$ cat src/rtl/biriscv_fetch_buffer_if.sv
// Fetch-side and issue-side handshake bundle of the dual-issue fetch buffer.
// The environment holds the master view and the buffer holds the slave view.
interface biriscv_fetch_buffer_if;
  logic        fetch_valid_i;
  logic [63:0] fetch_instr_i;
  logic [31:0] fetch_pc_i;
  logic [1:0]  fetch_pred_branch_i;
  logic [1:0]  fetch_fault_i;
  logic        fetch_accept_o;
  logic        flush_i;

  logic        issue0_valid_o;
  logic [31:0] issue0_instr_o;
  logic [31:0] issue0_pc_o;
  logic [1:0]  issue0_fault_o;
  logic        issue0_pred_o;
  logic        issue0_accept_i;

  logic        issue1_valid_o;
  logic [31:0] issue1_instr_o;
  logic [31:0] issue1_pc_o;
  logic [1:0]  issue1_fault_o;
  logic        issue1_pred_o;
  logic        issue1_accept_i;

  modport master (
    output fetch_valid_i, fetch_instr_i, fetch_pc_i, fetch_pred_branch_i, fetch_fault_i,
    output flush_i, issue0_accept_i, issue1_accept_i,
    input  fetch_accept_o,
    input  issue0_valid_o, issue0_instr_o, issue0_pc_o, issue0_fault_o, issue0_pred_o,
    input  issue1_valid_o, issue1_instr_o, issue1_pc_o, issue1_fault_o, issue1_pred_o
  );

  modport slave (
    input  fetch_valid_i, fetch_instr_i, fetch_pc_i, fetch_pred_branch_i, fetch_fault_i,
    input  flush_i, issue0_accept_i, issue1_accept_i,
    output fetch_accept_o,
    output issue0_valid_o, issue0_instr_o, issue0_pc_o, issue0_fault_o, issue0_pred_o,
    output issue1_valid_o, issue1_instr_o, issue1_pc_o, issue1_fault_o, issue1_pred_o
  );
endinterface

$ cat src/rtl/biriscv_fetch_buffer.sv
// Circular buffer of 64-bit fetch packets feeding a two-wide issue stage.
// The head packet is issued as one or two 32-bit words; lo_done tracks a half-consumed head.
module biriscv_fetch_buffer #(
  parameter int DEPTH = 4
) (
  input  logic                  clk_i,
  input  logic                  rst_i,
  biriscv_fetch_buffer_if.slave fb_if
);
  localparam int PTR_W = $clog2(DEPTH);
  localparam int CNT_W = PTR_W + 1;

  logic [63:0]      instr_q [DEPTH];
  logic [28:0]      pc_q    [DEPTH];
  logic [1:0]       pred_q  [DEPTH];
  logic [1:0]       fault_q [DEPTH];

  logic [PTR_W-1:0] wr_ptr_q, wr_ptr_d;
  logic [PTR_W-1:0] rd_ptr_q, rd_ptr_d;
  logic [CNT_W-1:0] count_q, count_d;
  logic             lo_done_q, lo_done_d;

  logic [63:0] head_instr;
  logic [28:0] head_pc;
  logic [1:0]  head_pred;
  logic [1:0]  head_fault;
  logic        head_vld;
  logic        hi_blocked;
  logic        push, pop, set_lo, take0, take1;
  logic        unused_pc_lsb;

  assign unused_pc_lsb = ^fb_if.fetch_pc_i[2:0];

  assign head_instr = instr_q[rd_ptr_q];
  assign head_pc    = pc_q[rd_ptr_q];
  assign head_pred  = pred_q[rd_ptr_q];
  assign head_fault = fault_q[rd_ptr_q];
  assign head_vld   = (count_q != '0);

  // A predicted-taken slot0 or any fault means slot1 is never executed.
  assign hi_blocked = head_pred[0] | (|head_fault);

  assign fb_if.fetch_accept_o = (count_q < CNT_W'(DEPTH));

  assign fb_if.issue0_valid_o = head_vld;
  assign fb_if.issue0_instr_o = lo_done_q ? head_instr[63:32] : head_instr[31:0];
  assign fb_if.issue0_pc_o    = {head_pc, lo_done_q, 2'b00};
  assign fb_if.issue0_fault_o = head_fault;
  assign fb_if.issue0_pred_o  = lo_done_q ? head_pred[1] : head_pred[0];

  assign fb_if.issue1_valid_o = head_vld & ~lo_done_q & ~hi_blocked;
  assign fb_if.issue1_instr_o = head_instr[63:32];
  assign fb_if.issue1_pc_o    = {head_pc, 3'b100};
  assign fb_if.issue1_fault_o = 2'b00;
  assign fb_if.issue1_pred_o  = head_pred[1];

  assign take0  = fb_if.issue0_valid_o & fb_if.issue0_accept_i;
  assign take1  = take0 & fb_if.issue1_valid_o & fb_if.issue1_accept_i;
  assign pop    = take0 & (lo_done_q | hi_blocked | take1);
  assign set_lo = take0 & ~pop;
  assign push   = fb_if.fetch_valid_i & fb_if.fetch_accept_o & ~fb_if.flush_i;

  always_comb begin
    wr_ptr_d  = wr_ptr_q;
    rd_ptr_d  = rd_ptr_q;
    count_d   = count_q;
    lo_done_d = lo_done_q;
    if (fb_if.flush_i) begin
      wr_ptr_d  = '0;
      rd_ptr_d  = '0;
      count_d   = '0;
      lo_done_d = 1'b0;
    end else begin
      if (push) wr_ptr_d = wr_ptr_q + PTR_W'(1);
      if (pop) begin
        rd_ptr_d  = rd_ptr_q + PTR_W'(1);
        lo_done_d = 1'b0;
      end else if (set_lo) begin
        lo_done_d = 1'b1;
      end
      case ({push, pop})
        2'b10:   count_d = count_q + CNT_W'(1);
        2'b01:   count_d = count_q - CNT_W'(1);
        default: count_d = count_q;
      endcase
    end
  end

  always_ff @(posedge clk_i) begin
    if (rst_i) begin
      wr_ptr_q  <= '0;
      rd_ptr_q  <= '0;
      count_q   <= '0;
      lo_done_q <= 1'b0;
    end else begin
      wr_ptr_q  <= wr_ptr_d;
      rd_ptr_q  <= rd_ptr_d;
      count_q   <= count_d;
      lo_done_q <= lo_done_d;
    end
  end

  // Packet storage carries no reset; validity comes only from count/pointers.
  always_ff @(posedge clk_i) begin
    if (push) begin
      instr_q[wr_ptr_q] <= fb_if.fetch_instr_i;
      pc_q[wr_ptr_q]    <= fb_if.fetch_pc_i[31:3];
      pred_q[wr_ptr_q]  <= fb_if.fetch_pred_branch_i;
      fault_q[wr_ptr_q] <= fb_if.fetch_fault_i;
    end
  end
endmodule

$ cat src/flat_wrapper.sv
// flat-port wrapper written by rule: the top's interface ports become plain ports
module biriscv_fetch_buffer_flat 
#(
  parameter int DEPTH = 4
)
  (clk_i, rst_i, fb_if_fetch_valid_i, fb_if_fetch_instr_i, fb_if_fetch_pc_i, fb_if_fetch_pred_branch_i, fb_if_fetch_fault_i, fb_if_flush_i, fb_if_issue0_accept_i, fb_if_issue1_accept_i, fb_if_fetch_accept_o, fb_if_issue0_valid_o, fb_if_issue0_instr_o, fb_if_issue0_pc_o, fb_if_issue0_fault_o, fb_if_issue0_pred_o, fb_if_issue1_valid_o, fb_if_issue1_instr_o, fb_if_issue1_pc_o, fb_if_issue1_fault_o, fb_if_issue1_pred_o);
  biriscv_fetch_buffer_if fb_if_i ();
  input  logic clk_i;
  input  logic rst_i;
  input wire logic [$bits(fb_if_i.fetch_valid_i)-1:0] fb_if_fetch_valid_i;
  input wire logic [$bits(fb_if_i.fetch_instr_i)-1:0] fb_if_fetch_instr_i;
  input wire logic [$bits(fb_if_i.fetch_pc_i)-1:0] fb_if_fetch_pc_i;
  input wire logic [$bits(fb_if_i.fetch_pred_branch_i)-1:0] fb_if_fetch_pred_branch_i;
  input wire logic [$bits(fb_if_i.fetch_fault_i)-1:0] fb_if_fetch_fault_i;
  input wire logic [$bits(fb_if_i.flush_i)-1:0] fb_if_flush_i;
  input wire logic [$bits(fb_if_i.issue0_accept_i)-1:0] fb_if_issue0_accept_i;
  input wire logic [$bits(fb_if_i.issue1_accept_i)-1:0] fb_if_issue1_accept_i;
  output wire logic [$bits(fb_if_i.fetch_accept_o)-1:0] fb_if_fetch_accept_o;
  output wire logic [$bits(fb_if_i.issue0_valid_o)-1:0] fb_if_issue0_valid_o;
  output wire logic [$bits(fb_if_i.issue0_instr_o)-1:0] fb_if_issue0_instr_o;
  output wire logic [$bits(fb_if_i.issue0_pc_o)-1:0] fb_if_issue0_pc_o;
  output wire logic [$bits(fb_if_i.issue0_fault_o)-1:0] fb_if_issue0_fault_o;
  output wire logic [$bits(fb_if_i.issue0_pred_o)-1:0] fb_if_issue0_pred_o;
  output wire logic [$bits(fb_if_i.issue1_valid_o)-1:0] fb_if_issue1_valid_o;
  output wire logic [$bits(fb_if_i.issue1_instr_o)-1:0] fb_if_issue1_instr_o;
  output wire logic [$bits(fb_if_i.issue1_pc_o)-1:0] fb_if_issue1_pc_o;
  output wire logic [$bits(fb_if_i.issue1_fault_o)-1:0] fb_if_issue1_fault_o;
  output wire logic [$bits(fb_if_i.issue1_pred_o)-1:0] fb_if_issue1_pred_o;
  assign fb_if_i.fetch_valid_i = fb_if_fetch_valid_i;
  assign fb_if_i.fetch_instr_i = fb_if_fetch_instr_i;
  assign fb_if_i.fetch_pc_i = fb_if_fetch_pc_i;
  assign fb_if_i.fetch_pred_branch_i = fb_if_fetch_pred_branch_i;
  assign fb_if_i.fetch_fault_i = fb_if_fetch_fault_i;
  assign fb_if_i.flush_i = fb_if_flush_i;
  assign fb_if_i.issue0_accept_i = fb_if_issue0_accept_i;
  assign fb_if_i.issue1_accept_i = fb_if_issue1_accept_i;
  assign fb_if_fetch_accept_o = fb_if_i.fetch_accept_o;
  assign fb_if_issue0_valid_o = fb_if_i.issue0_valid_o;
  assign fb_if_issue0_instr_o = fb_if_i.issue0_instr_o;
  assign fb_if_issue0_pc_o = fb_if_i.issue0_pc_o;
  assign fb_if_issue0_fault_o = fb_if_i.issue0_fault_o;
  assign fb_if_issue0_pred_o = fb_if_i.issue0_pred_o;
  assign fb_if_issue1_valid_o = fb_if_i.issue1_valid_o;
  assign fb_if_issue1_instr_o = fb_if_i.issue1_instr_o;
  assign fb_if_issue1_pc_o = fb_if_i.issue1_pc_o;
  assign fb_if_issue1_fault_o = fb_if_i.issue1_fault_o;
  assign fb_if_issue1_pred_o = fb_if_i.issue1_pred_o;
  biriscv_fetch_buffer #(.DEPTH(DEPTH)) u_core (.clk_i(clk_i), .rst_i(rst_i), .fb_if(fb_if_i));
endmodule
$ cat config.mk
export PLATFORM = sky130hd
export DESIGN_NAME = biriscv_fetch_buffer_flat
export DESIGN_NICKNAME = d
export VERILOG_FILES = /design/src/rtl/biriscv_fetch_buffer_if.sv /design/src/rtl/biriscv_fetch_buffer.sv /design/src/flat_wrapper.sv
export SDC_FILE = /design/constraint.sdc
export NUM_CORES = 1
export LEC_CHECK = 0
export CAP_MARGIN = 5
export CORE_MARGIN = 4
export CORE_UTILIZATION = 30
export DETAILED_ROUTE_END_ITERATION = 8
export DONT_BUFFER_PORTS = 1
export PLACE_DENSITY = 0.44
export SKIP_LAST_GASP = 1
export SYNTH_ARGS = -nofsm -noshare
export SYNTH_HDL_FRONTEND = slang
export SYNTH_SLANG_ARGS = --single-unit
$ cat constraint.sdc
create_clock -name clk_i -period 4.1 [get_ports clk_i]
set_input_delay 0.82 -clock clk_i [delete_from_list [all_inputs] [get_ports clk_i]]
set_output_delay 0.82 -clock clk_i [all_outputs]
set_load 0.05 [all_outputs]
==> Yosys cells after proc, flatten, opt, wreduce, memory -nomap -nowiden <==
Memory sizes are Yosys's and may differ from the RTL's. A register that Yosys moved wholly into a read port is not among the register bits.
Cells that the tools add are included.
{ "classes": {"eq_ne": 2, "n_addsub": 4, "n_bitwise": 16, "order_cmp": 1, "n_mux": 13, "n_reduce_logical": 5} }
{ "ops": {"columns": ["op", "count"], "rows": [
  ["two-way mux 32 bit", 1],
  ["two-way mux 2 bit", 8],
  ["AND 1 bit", 9],
  ["case mux 3 bit (2 select lines)", 1],
  ["adder 2 x 1 -> 2 bit, second input constant", 2],
  ["NOT 1 bit", 4],
  ["OR reduction 2 bit", 2],
  ["adder 3 x 1 -> 3 bit, second input constant", 1],
  ["less-than comparator 3 bit, second input constant", 1],
  ["two-way mux 1 bit", 3],
  ["OR 1 bit", 3],
  ["nonzero test 3 bit", 1],
  ["OR reduction 3 bit", 1],
  ["subtractor 3 x 1 -> 3 bit, second input constant", 1],
  ["equality test 2 x 1 -> 1 bit, second input constant", 1],
  ["equality test 2 bit, second input constant", 1],
  ["nonzero test 2 bit", 1]
]} }
{ "word_totals": {"out_inout_bits": 137, "elab_cells": 49, "ramBits": 388, "regBits": 8, "mem_count": 4} }
{ "memory_table": {"columns": ["name", "words", "word_bits", "read_ports", "rd_clocked_by_memory_dff", "write_ports", "line_no", "rtl"], "rows": [
  ["u_core.instr_q", 4, 64, 1, 1, 1, "biriscv_fetch_buffer.sv:13", "logic [63:0] instr_q [DEPTH];"],
  ["u_core.pc_q", 4, 29, 1, 1, 1, "biriscv_fetch_buffer.sv:14", "logic [28:0] pc_q [DEPTH];"],
  ["u_core.fault_q", 4, 2, 1, 1, 1, "biriscv_fetch_buffer.sv:16", "logic [1:0] fault_q [DEPTH];"],
  ["u_core.pred_q", 4, 2, 1, 1, 1, "biriscv_fetch_buffer.sv:15", "logic [1:0] pred_q [DEPTH];"]
]} }

==> Logic depth before layout (Yosys ltp) <==
{ "depth": {"depth_word": 10, "mapped_depth": 10, "ltp_nobuf": 9} }

==> Worst setup path before layout <==
Ideal clock, no wire load.
{ "synth_path": {"kind": "input to register", "from": "input fb_if_fetch_valid_i", "to": "memory u_core.fault_q[1][0], enable pin", "t_arrival_ns": 3.664, "path_buffers": 0, "required_time_ns": 3.633, "path_stages": 2, "setup_ns": 0.467, "path_slack_ns": -0.031, "cell_sequence": "nor3b_1 -> and2_1"} }
{ "synth_via": {"elab_chain_cells": 4} }
{ "synth_rtl": {"columns": ["item", "line_no", "rtl"], "rows": [
  ["start, declared", "flat_wrapper.sv:10", "input wire logic [$bits(fb_if_i.fetch_valid_i)-1:0] fb_if_fetch_valid_i;"],
  ["AND 1 bit (2 in a row)", "biriscv_fetch_buffer.sv:61", "assign push = fb_if.fetch_valid_i & fb_if.fetch_accept_o & ~fb_if.flush_i;"],
  ["two-way mux 1 bit", "biriscv_fetch_buffer.sv:105", "if (push) begin"],
  ["two-way mux 1 bit (not written as such)", "biriscv_fetch_buffer.sv:109", "fault_q[wr_ptr_q] <= fb_if.fetch_fault_i;"],
  ["end, declared", "biriscv_fetch_buffer.sv:16", null]
]} }
No other way between the ends.

==> flow_summary_export.csv <==
group,metric,value,unit
sta,post-route-min-period,3.65,ns
sta,fin_crit_sh,0.890,
cts,postCtsSetupBuffers,0,
synth,synth_cell_types,31,
finish,areaGrowthSynthToFinish,13.7,%
die,dieArea,54200,sq um
cts,cts_tree,"built",
setup_path,cp-end-kind,"output pin",
setup_path,path_class,"reg2out",
cts,clk_pin_slew,0.06,ns
synth,syn-instance-count,644,
cts,cts-resized-gates,0,
finish,drive_gt1_frac,0.330,
setup_path,slowest_stage,"mux4_2",
synth,synth-async-reset-ratio,0,
grt,track_usage,0.114,
placed_design,place_congestion,0.737,
grt,grt_pass1_wl,45900,um
cts,clkSinkCount,398,
placed_design,port-buffer-count,0,
setup_path,worstPathMaxFanout,22,
setup_path,path_buf_inv,1,
setup_path,worstPathRequired,3.28,ns
placed_design,dpl.hpwl,19300,um
sta,finalSetupTns,0,ns
grt,grt_overflow,0,
power_and_ir_drop,ir_worst_vdd,0.373,mV
sta,final_hold_viol_count,0,
finish,nNetsFinal,763,
sta,clock.fmax,0.274,GHz
synth,synth.avg_cell_area,23.6,sq um
die,die_h,233,um
sta,skew,0.0175,ns
route,wl_per_cell,22.9,um
hold_path,min-delay-start,"fb_if_fetch_instr_i[45]",
hold_path,hold_path_class,"in2reg",
sta,worstMarginPinSlew,0.633,ns
die,core,50100,sq um
placed_design,dp_cells,1278,
status,outcome,"complete, no violations",
setup_path,crit_family,"multiplexers",
finish,finish.utilization,0.345,
synth,synth_edf_count,388,
die,start_util,0.303,
cts,cts_root_buffer,"clkbuf_16",
sta,rsz0062_at_grt,"no",
job,cap_violations,0,
cts,numCtsBuffers,43,
synth,seq_area_frac_synth,0.781,
setup_path,worst_ep_arrival_time,2.83,ns
power_and_ir_drop,total_power,8730,uW
synth,synthFlopType,"edfxtp_1",
synth,synth_area,15200,sq um
finish,stdcell_count,1357,
synth,yosys_warnings,0,
synth,synth_top_area_share,0.768,
cts,cts_hold_buf,0,
cts,cts_max_path_buffers,3,
power_and_ir_drop,p_per_area,506,nW/um^2
power_and_ir_drop,p_leak,0.00517,uW
die,ios,243,
cts,htreeDepth,2,
sta,relSlewSlack,0.578,
grt,first_global_vias,6961,
synth,netlist.top_cell.by_area,"edfxtp_1",
route,totalWireLength,31100,um
grt,antenna_found_initial,1,
sta,maxSlewViolCount,0,
cts,clk-insertion-delay-late,0.56,ns
setup_path,crit_chain,"buf_4 > mux4_2 > mux2_2",
sta,finalSetupViolations,0,
placed_design,dpl_cell_area,15900,sq um
route,drt_iter0_drc,284,
setup_path,critPathMaxStageDelay,0.75,ns
route,routed_via_density,4.60,
finish,antennaDiodeCount,0,
route,drt_pass1_iterations,4,
setup_path,start_kind,"flip-flop",
route,drtAntennaViolNets,0,
die,core.rowCount,82,
synth,synth_seq_cells,398,
synth,synth_area_leaders,"edfxtp_1 77%, mux4_2 14%, mux2_2 2.4%",
route,vias,6237,
finish,mostFrequentLayoutCells,"388 x edfxtp_1, 97 x mux4_2, 44 x clkbuf_16",
grt,grt_max_degree,60,
route,drc,0,
finish,finalInstanceArea,17300,sq um
die,die_width,233,um
finish,layout_commonest_cell,"edfxtp_1",
==> worst paths after layout <==
| path | endpoint | slack (ns) | depth (start not counted) |
|---|---|---|---|
| worst min-delay path | u_core.instr_q[1][45] | 0.35 | 0 |
| worst min register to register | flip-flop | 0.52 | 2 |
| worst max register to register | u_core.count_q[2] | 1.04 | 9 |
| worst max-delay path | fb_if_issue0_instr_o[24] | 0.45 | 3 |
==> sequential cells by signal (all words and copies together), names as in the netlist, named ones only <==
name / count
u_core.wr_ptr_q: 2
u_core.rd_ptr_q: 2
u_core.pred_q: 8
u_core.fault_q: 8
u_core.pc_q: 116
u_core.instr_q: 256
u_core.count_q: 3
u_core.lo_done_q: 1
==> Yosys cell counts (2+ instances only) <==
cell type and instances:
nor4_1 2, and2_1 5, xor2_1 2, nor2_1 8
ha_1 5, a21oi_1 4, nand2_1 2, buf_4 40
dfxtp_1 10, conb_1 2, clkbuf_1 10, mux2_2 33
mux4_2 97, inv_1 7, edfxtp_1 388, or3_1 3
o21bai_1 2, buf_2 11
==> kinds of logic after synthesis <==
kind of cell    after synthesis  share of synthesized area
compound gates                9                    0.00379
xor+xnor                      3                    0.00173
fa+ha+maj                     6                    0.00544
buf+inv                      71                     0.0289
flops                       398                      0.781
mux                         130                      0.169
other cells                   2                   0.000495
simple gates                 25                    0.00982
==> layout make-up <==
type	instances	area (sq um)
clock inverters	31	272
inverters	8	30.0
fillers	4714	32800
multi-input cells	180	2910
well taps	672	841
flip-flops and latches	398	11900
clock buffers	48	1120
repair buffers	20	225
==> power by group <==
group	total (uW)	internal [uW]	switching, uW
clock network	3740	2220	1530
logic	440	87.2	353
registers	4540	4530	15.0
==> per-stage QoR <==
step           setup WS [ns]  hold slack, ns
2_1_floorplan           1.01           0.465
3_3_place_gp           0.959           0.468
3_5_place_dp           0.948           0.507
4_1_cts                0.316           0.300
5_1_grt                0.239           0.303
6_report               0.453           0.348
==> layer usage <==
metal | vias up | global-route usage | part of all wire
met5 | - | 0 | 0.00042
met4 | 2 | 0.0314 | 0.022
met3 | 48 | 0.0567 | 0.098
met2 | 200 | 0.200 | 0.52
met1 | 3324 | 0.123 | 0.36
li1 | 2663 | - | -
No activity file was read; power rests on OpenSTA's default activity.
